==> config.mk <==
export PLATFORM = sky130hd
export DESIGN_NAME = jtag_tap_ctrl
export DESIGN_NICKNAME = d
export VERILOG_FILES = /design/src/rtl/jtag_tap_ctrl.sv
export SDC_FILE = /design/constraint.sdc
export NUM_CORES = 1
export LEC_CHECK = 0
export ABC_AREA = 0
export CAP_MARGIN = 20
export CORE_MARGIN = 2
export CORE_UTILIZATION = 25
export DETAILED_ROUTE_END_ITERATION = 12
export HOLD_SLACK_MARGIN = 0.02
export PLACE_DENSITY = 0.39
export SLEW_MARGIN = 20
export SYNTH_ARGS = -nofsm -noshare
export SYNTH_HDL_FRONTEND = slang
export SYNTH_SLANG_ARGS = --single-unit
==> constraint.sdc <==
create_clock -name tck -period 2.2 [get_ports tck]
set_input_delay 0.22 -clock tck [delete_from_list [all_inputs] [get_ports tck]]
set_output_delay 0.22 -clock tck [all_outputs]
set_load 0.005 [all_outputs]
==> src/rtl/jtag_tap_ctrl.sv <==
// jtag_tap_ctrl: IEEE 1149.1 TAP controller with IR, BYPASS and IDCODE
// registers plus one-hot select for external data-register channels.
module jtag_tap_ctrl #(
    parameter int          IR_WIDTH = 4,
    parameter int          NUM_DR   = 2,
    parameter logic [31:0] IDCODE   = 32'h0000_0001
) (
    input  logic                tck,
    input  logic                trst,
    input  logic                tms,
    input  logic                tdi,
    output logic                tdo,
    output logic                tdo_en,
    output logic [NUM_DR-1:0]   dr_sel,
    output logic                dr_capture,
    output logic                dr_shift,
    output logic                dr_update,
    input  logic [NUM_DR-1:0]   dr_tdo,
    output logic [IR_WIDTH-1:0] ir_value,
    output logic [3:0]          tap_state
);

    typedef enum logic [3:0] {
        RESET  = 4'hF, IDLE   = 4'hC,
        SEL_DR = 4'h7, CAP_DR = 4'h6, SH_DR  = 4'h2, EX1_DR = 4'h1,
        PAU_DR = 4'h3, EX2_DR = 4'h0, UPD_DR = 4'h5,
        SEL_IR = 4'h4, CAP_IR = 4'hE, SH_IR  = 4'hA, EX1_IR = 4'h9,
        PAU_IR = 4'hB, EX2_IR = 4'h8, UPD_IR = 4'hD
    } state_t;

    state_t              state;
    logic [IR_WIDTH-1:0] ir_sr;
    logic                bypass_q;
    logic [31:0]         idcode_q;
    logic                sel_idcode;
    logic                sel_ext;
    logic                sel_bypass;
    logic                dr_bit;

    always_ff @(posedge tck) begin
        if (trst) begin
            state <= RESET;
        end else begin
            case (state)
                RESET:   state <= tms ? RESET  : IDLE;
                IDLE:    state <= tms ? SEL_DR : IDLE;
                SEL_DR:  state <= tms ? SEL_IR : CAP_DR;
                CAP_DR:  state <= tms ? EX1_DR : SH_DR;
                SH_DR:   state <= tms ? EX1_DR : SH_DR;
                EX1_DR:  state <= tms ? UPD_DR : PAU_DR;
                PAU_DR:  state <= tms ? EX2_DR : PAU_DR;
                EX2_DR:  state <= tms ? UPD_DR : SH_DR;
                UPD_DR:  state <= tms ? SEL_DR : IDLE;
                SEL_IR:  state <= tms ? RESET  : CAP_IR;
                CAP_IR:  state <= tms ? EX1_IR : SH_IR;
                SH_IR:   state <= tms ? EX1_IR : SH_IR;
                EX1_IR:  state <= tms ? UPD_IR : PAU_IR;
                PAU_IR:  state <= tms ? EX2_IR : PAU_IR;
                EX2_IR:  state <= tms ? UPD_IR : SH_IR;
                UPD_IR:  state <= tms ? SEL_DR : IDLE;
                default: state <= RESET;
            endcase
        end
    end

    always_comb begin
        dr_sel = '0;
        for (int i = 0; i < NUM_DR; i++) begin
            dr_sel[i] = (ir_value == IR_WIDTH'(i + 2));
        end
    end

    assign sel_idcode = (ir_value == IR_WIDTH'(1));
    assign sel_ext    = |dr_sel;
    assign sel_bypass = !sel_idcode && !sel_ext;

    always_comb begin
        dr_bit = bypass_q;
        unique case (1'b1)
            sel_idcode: dr_bit = idcode_q[0];
            sel_ext:    dr_bit = |(dr_tdo & dr_sel);
            default:    dr_bit = bypass_q;
        endcase
    end

    always_ff @(posedge tck) begin
        if (trst || state == RESET) begin
            ir_sr    <= '0;
            ir_value <= IR_WIDTH'(1);
        end else begin
            case (state)
                CAP_IR:  ir_sr    <= IR_WIDTH'(2'b01);
                SH_IR:   ir_sr    <= {tdi, ir_sr[IR_WIDTH-1:1]};
                UPD_IR:  ir_value <= ir_sr;
                default: ;
            endcase
        end
    end

    // internal DRs only move while their own instruction is active
    always_ff @(posedge tck) begin
        if (trst) begin
            bypass_q <= 1'b0;
            idcode_q <= IDCODE;
        end else if (state == CAP_DR) begin
            if (sel_bypass) bypass_q <= 1'b0;
            if (sel_idcode) idcode_q <= IDCODE;
        end else if (state == SH_DR) begin
            if (sel_bypass) bypass_q <= tdi;
            if (sel_idcode) idcode_q <= {tdi, idcode_q[31:1]};
        end
    end

    always_ff @(negedge tck) begin
        if (trst) begin
            tdo    <= 1'b0;
            tdo_en <= 1'b0;
        end else begin
            tdo_en <= (state == SH_IR) || (state == SH_DR);
            if (state == SH_IR) begin
                tdo <= ir_sr[0];
            end else if (state == SH_DR) begin
                tdo <= dr_bit;
            end
        end
    end

    assign tap_state  = state;
    assign dr_capture = (state == CAP_DR) && sel_ext;
    assign dr_shift   = (state == SH_DR)  && sel_ext;
    assign dr_update  = (state == UPD_DR) && sel_ext;

endmodule

==> impl_metrics.tcl <==
set metrics [dict create \
    cts_tree "built" \
    detail_route.wl_per_cell_um 12.76 \
    timing.critical_path.max_delay_family "flip-flops" \
    drv_cap 0 \
    cell_variety_after_synth 35 \
    synthCells 236 \
    num_antenna_cells 0 \
    drt_first_pass_iters 4 \
    buffer_ports.inserted 20 \
    num-nets-final 272 \
    die_width_um 93.93 \
    worst_path_max_delay_cell "sky130_fd_sc_hd__dfxtp_2" \
    post_cts_hold_buffer_count 0 \
    worst-path-max-fanout 3 \
    slew_violations 0 \
    slew_hr_pct 71.34 \
    cts_buffer_depth 2 \
    starting_density_pct 26.03 \
    grt_remaining_overflow 0 \
    final.setup_skew_ns 0.05718 \
    placement.setup.worst_slack_ns -0.3208 \
    tritoncts.num_buffers 5 \
    total_leakage_power_nw 0.9102 \
    die_h_um 93.93 \
    globalRouteTotalUtil_pct 11.88 \
    layout_overhead_on_the_synthesized_area_pct 25.99 \
    cp_capture_type "register" \
    max_slew.worst_pin.slew_ns 0.4299 \
    crit-reg2reg-launch "ir_value[0]$_SDFFE_PP1P_" \
    timing.hold.worst.start "idcode_q[12]$_SDFFE_PP0P_" \
    first_global_vias 1705 \
    synth.net_count 242 \
    result_of_the_run "complete, but fails checks" \
    crit_start "ir_value[0]$_SDFFE_PP1P_" \
    drc_errors 0 \
    clk_transition_reported_paths_ns 0.09 \
    io_pins 21 \
    muxShareOfSynthArea_pct 2.537 \
    violations "setup timing" \
    setup-violations-final 1 \
    post_synth_and_or_nand_nor_area_fraction_pct 29.64 \
    post_synth_xor_area_fraction_pct 0 \
    post_synthesis_instance_area_sq_um 2022 \
    number_of_buffer_and_inverter_stages_on_the_critical_path 0 \
    layout-drive-gt1-share_pct 14.98 \
    grt_setup_unrepaired "yes" \
    ant_nets 0 \
    power.ir.vdd_worst_mv 0.3078 \
    die_area_sq_um 8823 \
    grt_start_max_net_pins 39 \
    critPathMaxStageDelay_ns 0.36 \
    clockRootBuffer "sky130_fd_sc_hd__clkbuf_8" \
    h-tree-depth 2 \
    cp.required_ns 1.34 \
    timing.setup.tns_ns -0.02247 \
    main_combinational_cell_family_by_area_after_synthesis "simple AND/OR/NAND/NOR gates" \
    postSynthRegisterBits 47 \
    synth_sequential_area_ratio_pct 46.53 \
    placeableCoreArea_sq_um 7767 \
    final-instance-count-excl-fill 369 \
    gpl.final_weighted_congestion 0.6885 \
    initialDrtViolationCount 102 \
    synth_area_in_compound_gates_pct 15.10 \
    crit_path_dat_ns 1.36 \
    row_count 32 \
    dp_hpwl_um 2878 \
    routed_wirelength_um 4709 \
    final_hold_viol_count 0 \
    placedCellCount 359 \
    final.setup.worst_slack_ns -0.02247 \
    adder_cell_area_share_of_the_yosys_netlist_pct 0 \
    grt_first_pass_wirelength_um 8335 \
    clock_insertion_delay_worst_skew_ns 0.35 \
    avgViaCountPerCell 4.550 \
    p_per_area_nw_per_um2 705.8 \
    synth.yosys.warnings 0 \
    clock_sink_count 47 \
    startpoint_type "register" \
    initial_antenna_violation_count 0 \
    worstHoldPathType "reg2reg" \
    setup.worst_path.class "reg2reg" \
    synthesis.area_per_instance_sq_um 8.568 \
    crit_path_cell_trace "mux2_4 > nand3_2 > o2111ai_1 > a31o_2" \
    dr_total_vias 1679 \
]
-- what timing repair did --
action | CTS | global route
buffers inserted | 1 | 0
pin swaps | 1 | 0
gates resized for setup | 6 | 4
setup endpoints to repair | 3 | 3
-- flip-flops by register name (all words and copies together), names as in the netlist --
signal,cells
idcode_q,32
ir_sr,4
ir_value,4
tap_state,4
bypass_q,1
tdo,1
tdo_en,1
-- per-layer routing --
| metal | up-vias | wire [um] | global-route usage [%] |
|---|---|---|---|
| met4 | 0 | 69 | 3.623 |
| met1 | 785 | 2398 | 16.09 |
| met2 | 21 | 2091 | 18.57 |
| li1 | 868 | - | - |
| met5 | - | 0 | 0 |
| met3 | 5 | 150 | 2.970 |
-- kinds of logic after synthesis --
logic type	after synthesis
multiplexers	5
buffers and inverters	23
AO/OA/AOI/OAI	52
AND/OR/NAND/NOR	109
flip-flops	47
-- cells in the final DEF (no fill, tap or decap), drive strengths merged, types with 2 or more instances in the layout --
cell / Yosys / final
a31oi: 2 / 2
clkdlybuf4s50: 0 / 18
dfxtp: 47 / 47
inv: 3 / 4
o21ai: 3 / 3
nand3b: 33 / 33
nor3: 4 / 4
nand3: 4 / 4
mux2i: 4 / 4
a21oi: 35 / 35
nor3b: 4 / 4
a211o: 2 / 2
nand2: 42 / 42
nor2b: 4 / 4
o21bai: 2 / 2
a21boi: 2 / 2
nor2: 11 / 11
clkbuf: 16 / 7
buf: 4 / 23
-- worst min-delay path, stage by stage (launching register included) --
cell,delay [ns]
sky130_fd_sc_hd__dfxtp_1,0.32
sky130_fd_sc_hd__nand2_1,0.05
sky130_fd_sc_hd__a21oi_1,0.05
-- report_power, final --
group / internal [mW] / leakage, nW / switching, mW
logic: 0.112 / 0.458 / 0.123
clock network: 0.377 / 0.0720 / 0.312
registers: 0.864 / 0.380 / 0.0101
total: 1.35 / 0.910 / 0.445
-- layout make-up --
class,count,area [sq um]
clock buffer,6,82.58
clock inverter,4,46.29
fill,859,5220
inverter,2,7.507
multi-input combinational,166,970.9
sequential,47,944.7
tap,102,127.6
timing repair buffer,42,367.9
-- Yosys cell counts, drive strengths merged --
cell / n / area, sq um
mux2i: 4 / 40.04
dfxtp: 47 / 940.9
o2111ai: 1 / 8.760
o31ai: 1 / 7.510
nand2: 42 / 157.7
a41o: 1 / 10.01
buf: 4 / 50.04
a21boi: 2 / 15.01
nor2: 11 / 41.29
nand3b: 33 / 247.7
and3: 1 / 6.260
nor2b: 4 / 25.02
and2: 1 / 6.260
a21oi: 35 / 175.2
nand4b: 1 / 8.760
a311o: 1 / 10.01
a31o: 1 / 8.760
inv: 3 / 11.26
clkbuf: 16 / 63.81
and2b: 1 / 7.510
a211o: 2 / 17.52
nor3: 4 / 20.02
a31oi: 2 / 12.51
nor3b: 4 / 35.03
o211a: 1 / 10.01
mux2: 1 / 11.26
o21bai: 2 / 15.01
o21ai: 3 / 15.01
and4b: 1 / 10.01
nor4: 1 / 6.260
nand3: 4 / 20.02
or2b: 1 / 7.510
-- path summary, 6_finish.rpt --
check	slack, ns	cells past startpoint	endpoint
worst min register to register	0.45	2	idcode_q[12]$_SDFFE_PP0P_
worst min-delay path	0.45	2	idcode_q[12]$_SDFFE_PP0P_
worst max-delay path	-0.02	4	tdo$_SDFFE_NP0P_
worst max register to register	-0.02	4	tdo$_SDFFE_NP0P_
-- per-stage QoR --
stage	utilization (%)	power (mW)	hold WS, ns	cell area (sq um)
after detailed placement	31.11	1.138	0.4445	2416
after floorplan	-	1.048	0.3310	2042
after global placement	31.11	1.140	0.4396	2416
after global routing	32.80	1.894	0.4694	2547
after CTS	32.75	1.832	0.4575	2544
final	32.80	1.798	0.4532	2547
No activity file was read; power rests on OpenSTA's default activity.
